===== src/rtl/servo_xy_scheduler_if.sv =====
// Host command port of servo_xy_scheduler: valid/ready transfer of one axis target.
interface servo_xy_scheduler_if #(
    parameter int POS_W = 8
);
    logic             cmd_valid_i;
    logic             cmd_ready_o;
    logic             cmd_axis_i;
    logic [POS_W-1:0] cmd_pos_i;

    modport master (
        output cmd_valid_i,
        output cmd_axis_i,
        output cmd_pos_i,
        input  cmd_ready_o
    );

    modport slave (
        input  cmd_valid_i,
        input  cmd_axis_i,
        input  cmd_pos_i,
        output cmd_ready_o
    );
endinterface


===== src/rtl/servo_xy_scheduler.sv =====
// Frame-synchronous X/Y servo position scheduler with one shared slew-step datapath.
// Optional feature macro: SERVO_SCHED_SLEW_EN (slew limiting; undefined = jump straight to target).
module servo_xy_scheduler #(
    parameter int POS_W        = 8,
    parameter int FRAME_CYCLES = 1000000,
    parameter int STEP         = 4,
    parameter int CENTER       = 128
) (
    input  logic                 clk,
    input  logic                 rst_n,
    input  logic                 ena,
    servo_xy_scheduler_if.slave  cmd,
    output logic [POS_W-1:0]     pos_x_o,
    output logic [POS_W-1:0]     pos_y_o,
    output logic                 pos_stb_o,
    output logic                 frame_tick_o,
    output logic [1:0]           at_target_o
);

    localparam int               CNT_W    = $clog2(FRAME_CYCLES);
    localparam logic [CNT_W-1:0] CNT_LAST = CNT_W'(FRAME_CYCLES - 1);
    localparam logic [POS_W-1:0] POS_RST  = POS_W'(CENTER);

    typedef enum logic [1:0] {
        ST_IDLE,
        ST_UPD_X,
        ST_UPD_Y,
        ST_COMMIT
    } state_e;

    state_e           state_q, state_d;
    logic [CNT_W-1:0] cnt_q, cnt_d;
    logic [POS_W-1:0] pos_x_q, pos_x_d;
    logic [POS_W-1:0] pos_y_q, pos_y_d;
    logic [POS_W-1:0] tgt_x_q, tgt_x_d;
    logic [POS_W-1:0] tgt_y_q, tgt_y_d;
    logic             tick_q, tick_d;
    logic             stb_q, stb_d;

    logic             cmd_fire;
    logic             frame_start;
    logic [POS_W-1:0] sel_pos;
    logic [POS_W-1:0] sel_tgt;
    logic [POS_W-1:0] step_pos;

    // Ready must read low while reset is held, so rst_n gates it directly.
    assign cmd.cmd_ready_o = rst_n && ena && (state_q == ST_IDLE);

    assign pos_x_o      = pos_x_q;
    assign pos_y_o      = pos_y_q;
    assign pos_stb_o    = stb_q;
    assign frame_tick_o = tick_q;
    assign at_target_o  = {pos_y_q == tgt_y_q, pos_x_q == tgt_x_q};

`ifdef SERVO_SCHED_SLEW_EN
    localparam logic [POS_W-1:0] STEP_W = POS_W'(STEP);
    logic [POS_W-1:0] dist;
`endif

    always_comb begin
        cmd_fire    = cmd.cmd_valid_i && cmd.cmd_ready_o;
        frame_start = (state_q == ST_IDLE) && ena && (cnt_q == CNT_LAST);

        cnt_d = cnt_q;
        if (ena) begin
            cnt_d = (cnt_q == CNT_LAST) ? '0 : cnt_q + CNT_W'(1);
        end

        tgt_x_d = tgt_x_q;
        tgt_y_d = tgt_y_q;
        if (cmd_fire) begin
            if (cmd.cmd_axis_i) tgt_y_d = cmd.cmd_pos_i;
            else                tgt_x_d = cmd.cmd_pos_i;
        end

        state_d = state_q;
        unique case (state_q)
            ST_IDLE:   if (frame_start) state_d = ST_UPD_X;
            ST_UPD_X:  state_d = ST_UPD_Y;
            ST_UPD_Y:  state_d = ST_COMMIT;
            ST_COMMIT: state_d = ST_IDLE;
            default:   state_d = ST_IDLE;
        endcase

        // One step unit shared by both axes; the state picks the operands.
        sel_pos = (state_q == ST_UPD_Y) ? pos_y_q : pos_x_q;
        sel_tgt = (state_q == ST_UPD_Y) ? tgt_y_q : tgt_x_q;
`ifdef SERVO_SCHED_SLEW_EN
        dist = (sel_tgt >= sel_pos) ? sel_tgt - sel_pos : sel_pos - sel_tgt;
        if (dist <= STEP_W)         step_pos = sel_tgt;
        else if (sel_tgt > sel_pos) step_pos = sel_pos + STEP_W;
        else                        step_pos = sel_pos - STEP_W;
`else
        step_pos = sel_tgt;
`endif

        pos_x_d = (state_q == ST_UPD_X) ? step_pos : pos_x_q;
        pos_y_d = (state_q == ST_UPD_Y) ? step_pos : pos_y_q;

        tick_d = frame_start;
        stb_d  = (state_q == ST_UPD_Y);
    end

    always_ff @(posedge clk or negedge rst_n) begin
        if (!rst_n) begin
            state_q <= ST_IDLE;
            cnt_q   <= '0;
            pos_x_q <= POS_RST;
            pos_y_q <= POS_RST;
            tgt_x_q <= POS_RST;
            tgt_y_q <= POS_RST;
            tick_q  <= 1'b0;
            stb_q   <= 1'b0;
        end else begin
            state_q <= state_d;
            cnt_q   <= cnt_d;
            pos_x_q <= pos_x_d;
            pos_y_q <= pos_y_d;
            tgt_x_q <= tgt_x_d;
            tgt_y_q <= tgt_y_d;
            tick_q  <= tick_d;
            stb_q   <= stb_d;
        end
    end

endmodule


===== src/flat_wrapper.sv =====
// flat-port wrapper written by rule: the top's interface ports become plain ports
module servo_xy_scheduler_flat 
#(
    parameter int POS_W        = 8,
    parameter int FRAME_CYCLES = 1000000,
    parameter int STEP         = 4,
    parameter int CENTER       = 128
)
  (clk, rst_n, ena, pos_x_o, pos_y_o, pos_stb_o, frame_tick_o, at_target_o, cmd_cmd_valid_i, cmd_cmd_axis_i, cmd_cmd_pos_i, cmd_cmd_ready_o);
  servo_xy_scheduler_if #(.POS_W(POS_W)) cmd_i ();
  input  logic clk;
  input  logic rst_n;
  input  logic ena;
  output logic [POS_W-1:0] pos_x_o;
  output logic [POS_W-1:0] pos_y_o;
  output logic pos_stb_o;
  output logic frame_tick_o;
  output logic [1:0] at_target_o;
  input wire logic [$bits(cmd_i.cmd_valid_i)-1:0] cmd_cmd_valid_i;
  input wire logic [$bits(cmd_i.cmd_axis_i)-1:0] cmd_cmd_axis_i;
  input wire logic [$bits(cmd_i.cmd_pos_i)-1:0] cmd_cmd_pos_i;
  output wire logic [$bits(cmd_i.cmd_ready_o)-1:0] cmd_cmd_ready_o;
  assign cmd_i.cmd_valid_i = cmd_cmd_valid_i;
  assign cmd_i.cmd_axis_i = cmd_cmd_axis_i;
  assign cmd_i.cmd_pos_i = cmd_cmd_pos_i;
  assign cmd_cmd_ready_o = cmd_i.cmd_ready_o;
  servo_xy_scheduler #(.POS_W(POS_W), .FRAME_CYCLES(FRAME_CYCLES), .STEP(STEP), .CENTER(CENTER)) u_core (.clk(clk), .rst_n(rst_n), .ena(ena), .cmd(cmd_i), .pos_x_o(pos_x_o), .pos_y_o(pos_y_o), .pos_stb_o(pos_stb_o), .frame_tick_o(frame_tick_o), .at_target_o(at_target_o));
endmodule

===== config.mk =====
export PLATFORM = sky130hd
export DESIGN_NAME = servo_xy_scheduler_flat
export DESIGN_NICKNAME = d
export VERILOG_FILES = /design/src/rtl/servo_xy_scheduler_if.sv /design/src/rtl/servo_xy_scheduler.sv /design/src/flat_wrapper.sv
export SDC_FILE = /design/constraint.sdc
export NUM_CORES = 1
export LEC_CHECK = 0
export BUFFER_PORTS_ARGS = -buffer_cell sky130_fd_sc_hd__clkbuf_2
export CORE_UTILIZATION = 52
export CTS_CLUSTER_DIAMETER = 200
export DETAILED_ROUTE_END_ITERATION = 16
export GPL_ROUTABILITY_DRIVEN = 0
export GPL_TIMING_DRIVEN = 0
export PLACE_DENSITY = 0.76
export RECOVER_POWER = 50
export SYNTH_ARGS = -nofsm -noshare
export SYNTH_HDL_FRONTEND = slang
export SYNTH_SLANG_ARGS = --single-unit
export TNS_END_PERCENT = 30

===== constraint.sdc =====
create_clock -name clk -period 2.15 [get_ports clk]
set_input_delay 0.215 -clock clk [delete_from_list [all_inputs] [get_ports clk]]
set_output_delay 0.215 -clock clk [all_outputs]
set_load 0.01 [all_outputs]

Word level (Yosys, flattened, before mapping). Cells that the tools add are included.

Register bits after elaboration: 56. Bits of input ports: 13. Output and inout port bits: 21. Word-level logic and storage cells: 29.

Add/subtract/negate cells: 1. Equality and inequality tests: 7. Mux-type cells: 4. Bitwise operators: 1. Reductions and logical operators: 8.

Operator list (count): 20-bit by 1-bit adder with 20-bit output, second input constant (1); 20-bit == test, second input constant (1); 20-bit two-way mux (1); 8-bit == test (2); 8-bit two-way mux (1); 2-bit case mux with 4 select lines (1); 1-bit logical AND (5); 2-bit == test, second input constant (2); 2-bit AND reduction (2); 2-bit by 1-bit == test with 1-bit output, second input constant (1); 2-bit zero test (1); 2-bit two-way mux (1); 2-bit by 1-bit != test with 1-bit output, second input constant (1); 1-bit NOT (1).

Longest topological paths before layout. Gate-level depths: netlist (run 1).

Word-level depth: 5. Gate-level depth with buffers: 6.

Worst setup path before layout (run 1). OpenSTA, ideal clock, no wires.

Kind: flip-flop to flip-flop. Start: register u_core.cnt_q[10]. End: register u_core.state_q[1]. Library setup time: 0.125 ns. Arrival time: 2.120 ns. Required time: 2.025 ns. Setup slack: -0.095 ns. Stages on the path, launching flop included: 6. Buffers on the path: 1. Clock period less this slack: 2.245 ns. Path through: dfrtp_1 -> or4b_1 -> or4_1 -> buf_2 -> o31ai_4 -> mux2_4.

Cells in the longest elaborated chain, start to end: 3.

Ends and longest elaborated chain: from (decl) (line servo_xy_scheduler.sv:32) `logic [CNT_W-1:0] cnt_q, cnt_d;`; from (signal assigned) (line servo_xy_scheduler.sv:116) `cnt_q <= cnt_d;`; 20-bit == test (line servo_xy_scheduler.sv:62) `frame_start = (state_q == ST_IDLE) && ena && (cnt_q == CNT_LAST);`; 1-bit logical AND (line servo_xy_scheduler.sv:62); 2-bit by 1-bit != test with 1-bit output (no source line); to (signal assigned) (line servo_xy_scheduler.sv:115) `state_q <= state_d;`; to (decl) (line servo_xy_scheduler.sv:31) `state_e state_q, state_d;`.

No other way between the ends. A chain may end at the register's enable or synchronous reset.

Final worst setup path (run 1).
Start: register u_core.cnt_q[7]. End: register u_core.state_q[1].

Same word-level chain as after synthesis.

==> results.cfg, run 1 <==
[placed_design]
portBuffers = 33
post-place-ws_ns = -0.6208
dp_hpwl_um = 3514
placed_cells = 326

[clocking]
hold_buffers = 0
cts_sinks = 56
cts_buffers = 5
clockBufferDepth = 2
htree_levels = 2
cts_tree = done
clk_pin_slew_ns = 0.10
clock_latency_ns = 0.31
cts-root-buf = clkbuf_8

[run_status]
status = finished with violations
violations = negative hold slack

[die]
initial_core_util_pct = 55.19
dieArea_sq_mm = 0.005403
fp-row-count = 25
fp.dieH_um = 73.51
io_pins = 34
fp.dieW_um = 73.51
core-area_sq_mm = 0.004817

[synthesis]
async_flop_share_pct = 100.0
yosys_most_used_dff = dfrtp_1
synth-seq-cells = 56
ys_types = 34
yosysTopAreaCell = dfrtp_1
synth_top_area_share_pct = 48.94
yosys_warnings = 0
syn_inst = 226
synth_edf_count = 0
synthMuxAreaShare_pct = 14.49
syn_avg_cell_area_sq_um = 11.76
seq_area_frac_synth_pct = 52.89
synth-simple-area-share_pct = 13.55
synthTopCellsByArea = dfrtp_1, mux2_2, xnor2_1, dfstp_2, mux2i_1
synth_top_family_by_area = multiplexers
synth_area_sq_mm = 0.002659
synth_xor_area_share_pct = 9.882
synthAdderAreaFrac_pct = 2.353
synth-compound-area-share_pct = 4.659
synth_nets = 244

[final_layout]
syn2layout_area_growth_pct = 15.44
final_cell_mix = dfrtp_1, clkbuf_2, mux2_2
nets = 288
layout.cells.non_filler = 338
final_common_cell = dfrtp_1
drive_above_1_share_pct = 28.78
antenna_cells = 0

[pwr]
power_switching_mw = 0.6106
p_leak_nw = 1.366
total_power_mw = 2.188
clkPwrFrac_pct = 26.4
p_seq_share_pct = 59.5
power_density_mw_per_mm2 = 713.0
p_int_mw = 1.578
peakVddDrop_mv = 0.4208
power.share.switching_pct = 27.90
pwr-share-comb_pct = 14.2

[global_route]
grt-ovfl-total = 0
grt_max_degree = 58
grt_pass1_wl_um = 8231
grt_use_total_pct = 20.48
grt_pass1_vias = 1715
antenna_found_initial = 0

[sta]
fin_ws_ns = 0.002448
layout_min_cycle_time_ns = 2.148
finalSetupViolCount = 0
fin_hold_ws_ns = -0.007726
worstMarginPinSlew_ns = 0.7798
clock.fmax_ghz = 0.4656
finalMaxSlewViolations = 0
finalCritPeriodShare_pct = 99.89
grt_setup_unrepaired = yes
hold_viol_final = 2
slew_headroom_pct = 48.01
clock-skew-final_ns = 0.005760

[drt]
drt-total-wl_um = 5107
first_pass_iters = 4
drt-initial-drc-count = 138
final_antenna_net_count = 0
route.detailed.drc = 0
routed-via-count = 1800
wl_per_cell_um = 15.11
via_per_inst = 5.325

[worst_setup_path]
crit_path_max_incr_delay_ns = 0.50
crit_type = reg2reg
arrival_ns = 2.35
path_max_fanout = 5
slowest_stage = or4_4
crit_chain = or4b_4 -> or4_4 -> o31ai_4 -> mux2_4
worstSetupEndpointType = register
cp.required_ns = 2.36
worst_setup_path_start_kind = register
worst-r2r-setup-slack_ns = 0.002

[worst_hold_path]
min_path_type = in2async

[job]
maxCapViolCount = 0
-- cell usage after synthesis (all sizes together) (2+ instances only) --
master and n:
mux2i 10, ha 5, clkbuf 6, o31ai 3, mux2 25, nor3 3, xnor2 23, xor2 7
nand4 9, or3 2, inv 5, nand3 7, a21oi 12, nor2 19, dfrtp 52, buf 3
and3 4, nand2 9, dfstp 4, nor4 3, and4 3, o21ai 4, or4 3
-- final cells by class --
type	count	area [sq um]
timing repair buffer	39	216.5
multi-input combinational	156	1221
buffer	7	31.28
sequential	56	1409
clock buffer	6	72.57
clock inverter	2	16.27
inverter	5	18.77
tap	67	83.83
fill	402	1748
-- sequential cells by signal, summed over array words and instances (netlist names) --
signal / flops
u_core.tgt_x_q: 8
u_core.pos_y_o: 8
u_core.pos_x_o: 8
u_core.tgt_y_q: 8
u_core.state_q: 2
u_core.frame_tick_o: 1
u_core.pos_stb_o: 1
u_core.cnt_q: 20
-- path summary, 6_finish.rpt --
kind / from / to / cells after the start
setup / recovery: u_core.cnt_q[7] / u_core.state_q[1] / 4
hold / removal: rst_n / u_core.pos_y_o[6] / 1
setup reg to reg: u_core.cnt_q[7] / u_core.state_q[1] / 4
hold reg to reg: u_core.cnt_q[15] / u_core.cnt_q[15] / 1
max in group asynchronous: rst_n / u_core.cnt_q[11] / 1
min in group clk: cmd_cmd_pos_i[7] / u_core.tgt_y_q[7] / 2
-- repair_timing --
item                       4_1_cts  5_1_grt
resized for setup                5        4
cloned                           0        0
pin swaps                        1        2
setup buffers                    3        3
setup endpoints to repair       36       17
-- metrics by stage --
stage	instance area, sq um	utilization (%)	hold slack, ns	setup TNS (ns)
finish	3069	63.71	-0.007726	0
CTS	3053	63.38	0.01513	-0.09535
global route	3069	63.71	0.03746	-0.03048
detailed placement	2914	60.49	0.4673	-11.59
floorplan	2665	-	-0.08059	-0.02302
global placement	2914	60.49	0.4661	-10.19
-- power groups by stage --
stage	sequential [mW]	clock (mW)	combinational, mW
after floorplan	1.29	0	0.224
after global placement	1.31	0	0.288
after detailed placement	1.32	0	0.300
after CTS	1.30	0.604	0.303
after global routing	1.32	0.651	0.346
final	1.30	0.577	0.310
-- metal layers --
| metal | share of wire, % | track usage (%) | up-vias | wire length (um) |
|---|---|---|---|---|
| li1 | - | - | 885 | - |
| met1 | 46 | 26.97 | 873 | 2358 |
| met2 | 49 | 34.25 | 35 | 2521 |
| met3 | 3.2 | 4.252 | 7 | 165 |
| met4 | 1.2 | 5.769 | 0 | 61 |
| met5 | 0 | 0 | - | 0 |
-- logic make-up (layout without fill, tap and decap cells) --
group                      Yosys count  in the layout
buffers and inverters               14             59
DFF                                 56             56
AOI/OAI and AO/OA                   20             20
and+or+nand+nor                     66             66
adders and majority gates            5              5
xor gates and xnor gates            30             30
muxes                               35             35
-- critical path: cells and delay by family (launching register included) --
family	cells	cell delay [ns]
and+or+nand+nor	2	0.99
DFF	1	0.44
muxes	1	0.32
AOI/OAI and AO/OA	1	0.30
Power figures use the tool's default switching activity.
==> run 2, diff against run 1 <==
==> constraint.sdc (replaced) <==
create_clock -name clk -period 1.8 [get_ports clk]
set_input_delay 0.18 -clock clk [delete_from_list [all_inputs] [get_ports clk]]
set_output_delay 0.18 -clock clk [all_outputs]
set_load 0.01 [all_outputs]
==> results.cfg, run 2 (synthesis results as in run 1) <==
[run_status]
status = finished with violations
violations = negative hold slack, negative setup slack

[clocking]
cts_buffers = 5
cts-root-buf = clkbuf_8
cts_sinks = 56
clk_pin_slew_ns = 0.10
clockBufferDepth = 2
htree_levels = 2
clock_latency_ns = 0.31
cts_tree = done

[drt]
drt-total-wl_um = 5201
top_layer_used = met4
drt-initial-drc-count = 145
via_per_inst = 5.375
wl_per_cell_um = 15.25
m1WireLength_um = 2377
route.detailed.drc = 0
final_antenna_net_count = 0
first_pass_iters = 4
met2_length_um = 2572
met3_length_um = 163
routed-via-count = 1833

[die]
initial_core_util_pct = 55.19
core-area_sq_mm = 0.004817
io_pins = 34
fp-row-count = 25
fp.dieH_um = 73.51
fp.dieW_um = 73.51
dieArea_sq_mm = 0.005403

[worst_hold_path]
min_path_type = in2async

[global_route]
grt_pass1_vias = 1817
grt_pass1_wl_um = 8645
antenna_found_initial = 0
grt_max_degree = 58
grt_use_total_pct = 21.39
grt-ovfl-total = 0

[final_layout]
syn2layout_area_growth_pct = 17.74
final_common_cell = dfrtp_1
largest_reg_flops = 20
drive_above_1_share_pct = 34.67
regMostFlops = u_core.cnt_q
final_util_pct = 64.99
nets = 291
antenna_cells = 0
final_cell_mix = dfrtp_1, clkbuf_2, mux2_2

[job]
maxCapViolCount = 0

[pwr]
clkPwrFrac_pct = 26.7
p_leak_nw = 1.413
p_int_mw = 1.880
p_seq_share_pct = 59.3
pwr-share-comb_pct = 14.0
peakVddDrop_mv = 0.5018
power_density_mw_per_mm2 = 836.2
power_switching_mw = 0.7381
power.share.switching_pct = 28.20
total_power_mw = 2.618

[worst_setup_path]
rr_startpoint = u_core.cnt_q[10]
crit_chain = or4b_4 -> or4_4 -> o31ai_4 -> mux2_4
cp.required_ns = 1.99
slowest_stage = or4b_4
cp_num_buf_inv = 0
crit_path_max_incr_delay_ns = 0.52
worst_setup_path_start_kind = register
worst-r2r-setup-slack_ns = -0.33
path_max_fanout = 2
reg2reg_depth = 4
crit_type = reg2reg
arrival_ns = 2.32
worstSetupEndpointType = register
path_depth = 4
r2r-end = u_core.state_q[1]
cp_top_family = simple AND/OR/NAND/NOR gates

[sta]
worstMarginPinSlew_ns = 0.7622
clock.fmax_ghz = 0.4694
fin_ws_ns = -0.3303
fin_hold_ws_ns = -0.05856
hold_viol_final = 52
clock-skew-final_ns = 0.01752
finalMaxSlewViolations = 0
grt_setup_unrepaired = yes
layout_min_cycle_time_ns = 2.130
finalSetupViolCount = 14
finalCritPeriodShare_pct = 118.4
slew_headroom_pct = 49.19

[placed_design]
portBuffers = 33
dp_hpwl_um = 3542
run 2: changes by cell type in the layout (fill, tap and decap cells not counted), sizes merged:
cell	previous run	this run
inv	5	6
buf	8	11
clkbuf	44	43
run 2: how the worst max path moves through the flow:
stage,startpoint,endpoint,slack [ns]
floorplan,u_core.cnt_q[10],u_core.state_q[1],-0.37
global placement,rst_n,u_core.tgt_x_q[3],-0.92
detailed placement,rst_n,u_core.tgt_x_q[5],-0.95
CTS,u_core.cnt_q[10],u_core.state_q[1],-0.32
global route,u_core.cnt_q[10],u_core.state_q[1],-0.37
finish,u_core.cnt_q[10],u_core.state_q[1],-0.33
run 2: timing repair:
action | in CTS | in global routing
endpoints found under the hold margin | 52 | 0
pin swaps | 4 | 1
endpoints found under the setup margin | 40 | 35
gates resized for setup | 12 | 11
buffers inserted | 7 | 2
run 2: worst reg2reg max path: cells and delay by family (launching register included):
kind             cells  cell delay, ns
multiplexers         1            0.32
AO/OA/AOI/OAI        1            0.29
flip-flops           1            0.42
AND/OR/NAND/NOR      2            0.98
run 2: cell type report:
cell class / instances / area, sq um
inverters: 5 / 18.77
well taps: 67 / 83.83
clock buffers: 5 / 68.82
multi-input cells: 156 / 1239
repair buffers: 42 / 254.0
flip-flops and latches: 56 / 1409
plain buffers: 7 / 36.28
fillers: 409 / 1687
clock inverters: 3 / 21.27
run 2: power by group through the flow:
stage / registers [mW] / clock network, mW / logic, mW
6_report: 1.55 / 0.699 / 0.366
5_1_grt: 1.57 / 0.767 / 0.415
4_1_cts: 1.55 / 0.721 / 0.367
3_5_place_dp: 1.57 / 0 / 0.360
3_3_place_gp: 1.57 / 0 / 0.345
2_1_floorplan: 1.54 / 0 / 0.268
run 2: routing by layer:
metal  vias up  GRT usage, %
met3         8         4.252
met5         -             0
met2        37         35.98
li1        896             -
met1       892         28.25
met4         0         5.769
run 2: stage by stage:
step	cells	setup WS (ns)	TNS, ns	area (sq um)
3_3_place_gp	326	-0.9202	-22.93	2914
6_report	341	-0.3303	-3.556	3131
3_5_place_dp	326	-0.9504	-23.67	2914
5_1_grt	341	-0.3736	-5.143	3131
2_1_floorplan	226	-0.3730	-3.784	2665
4_1_cts	339	-0.3207	-3.764	3085
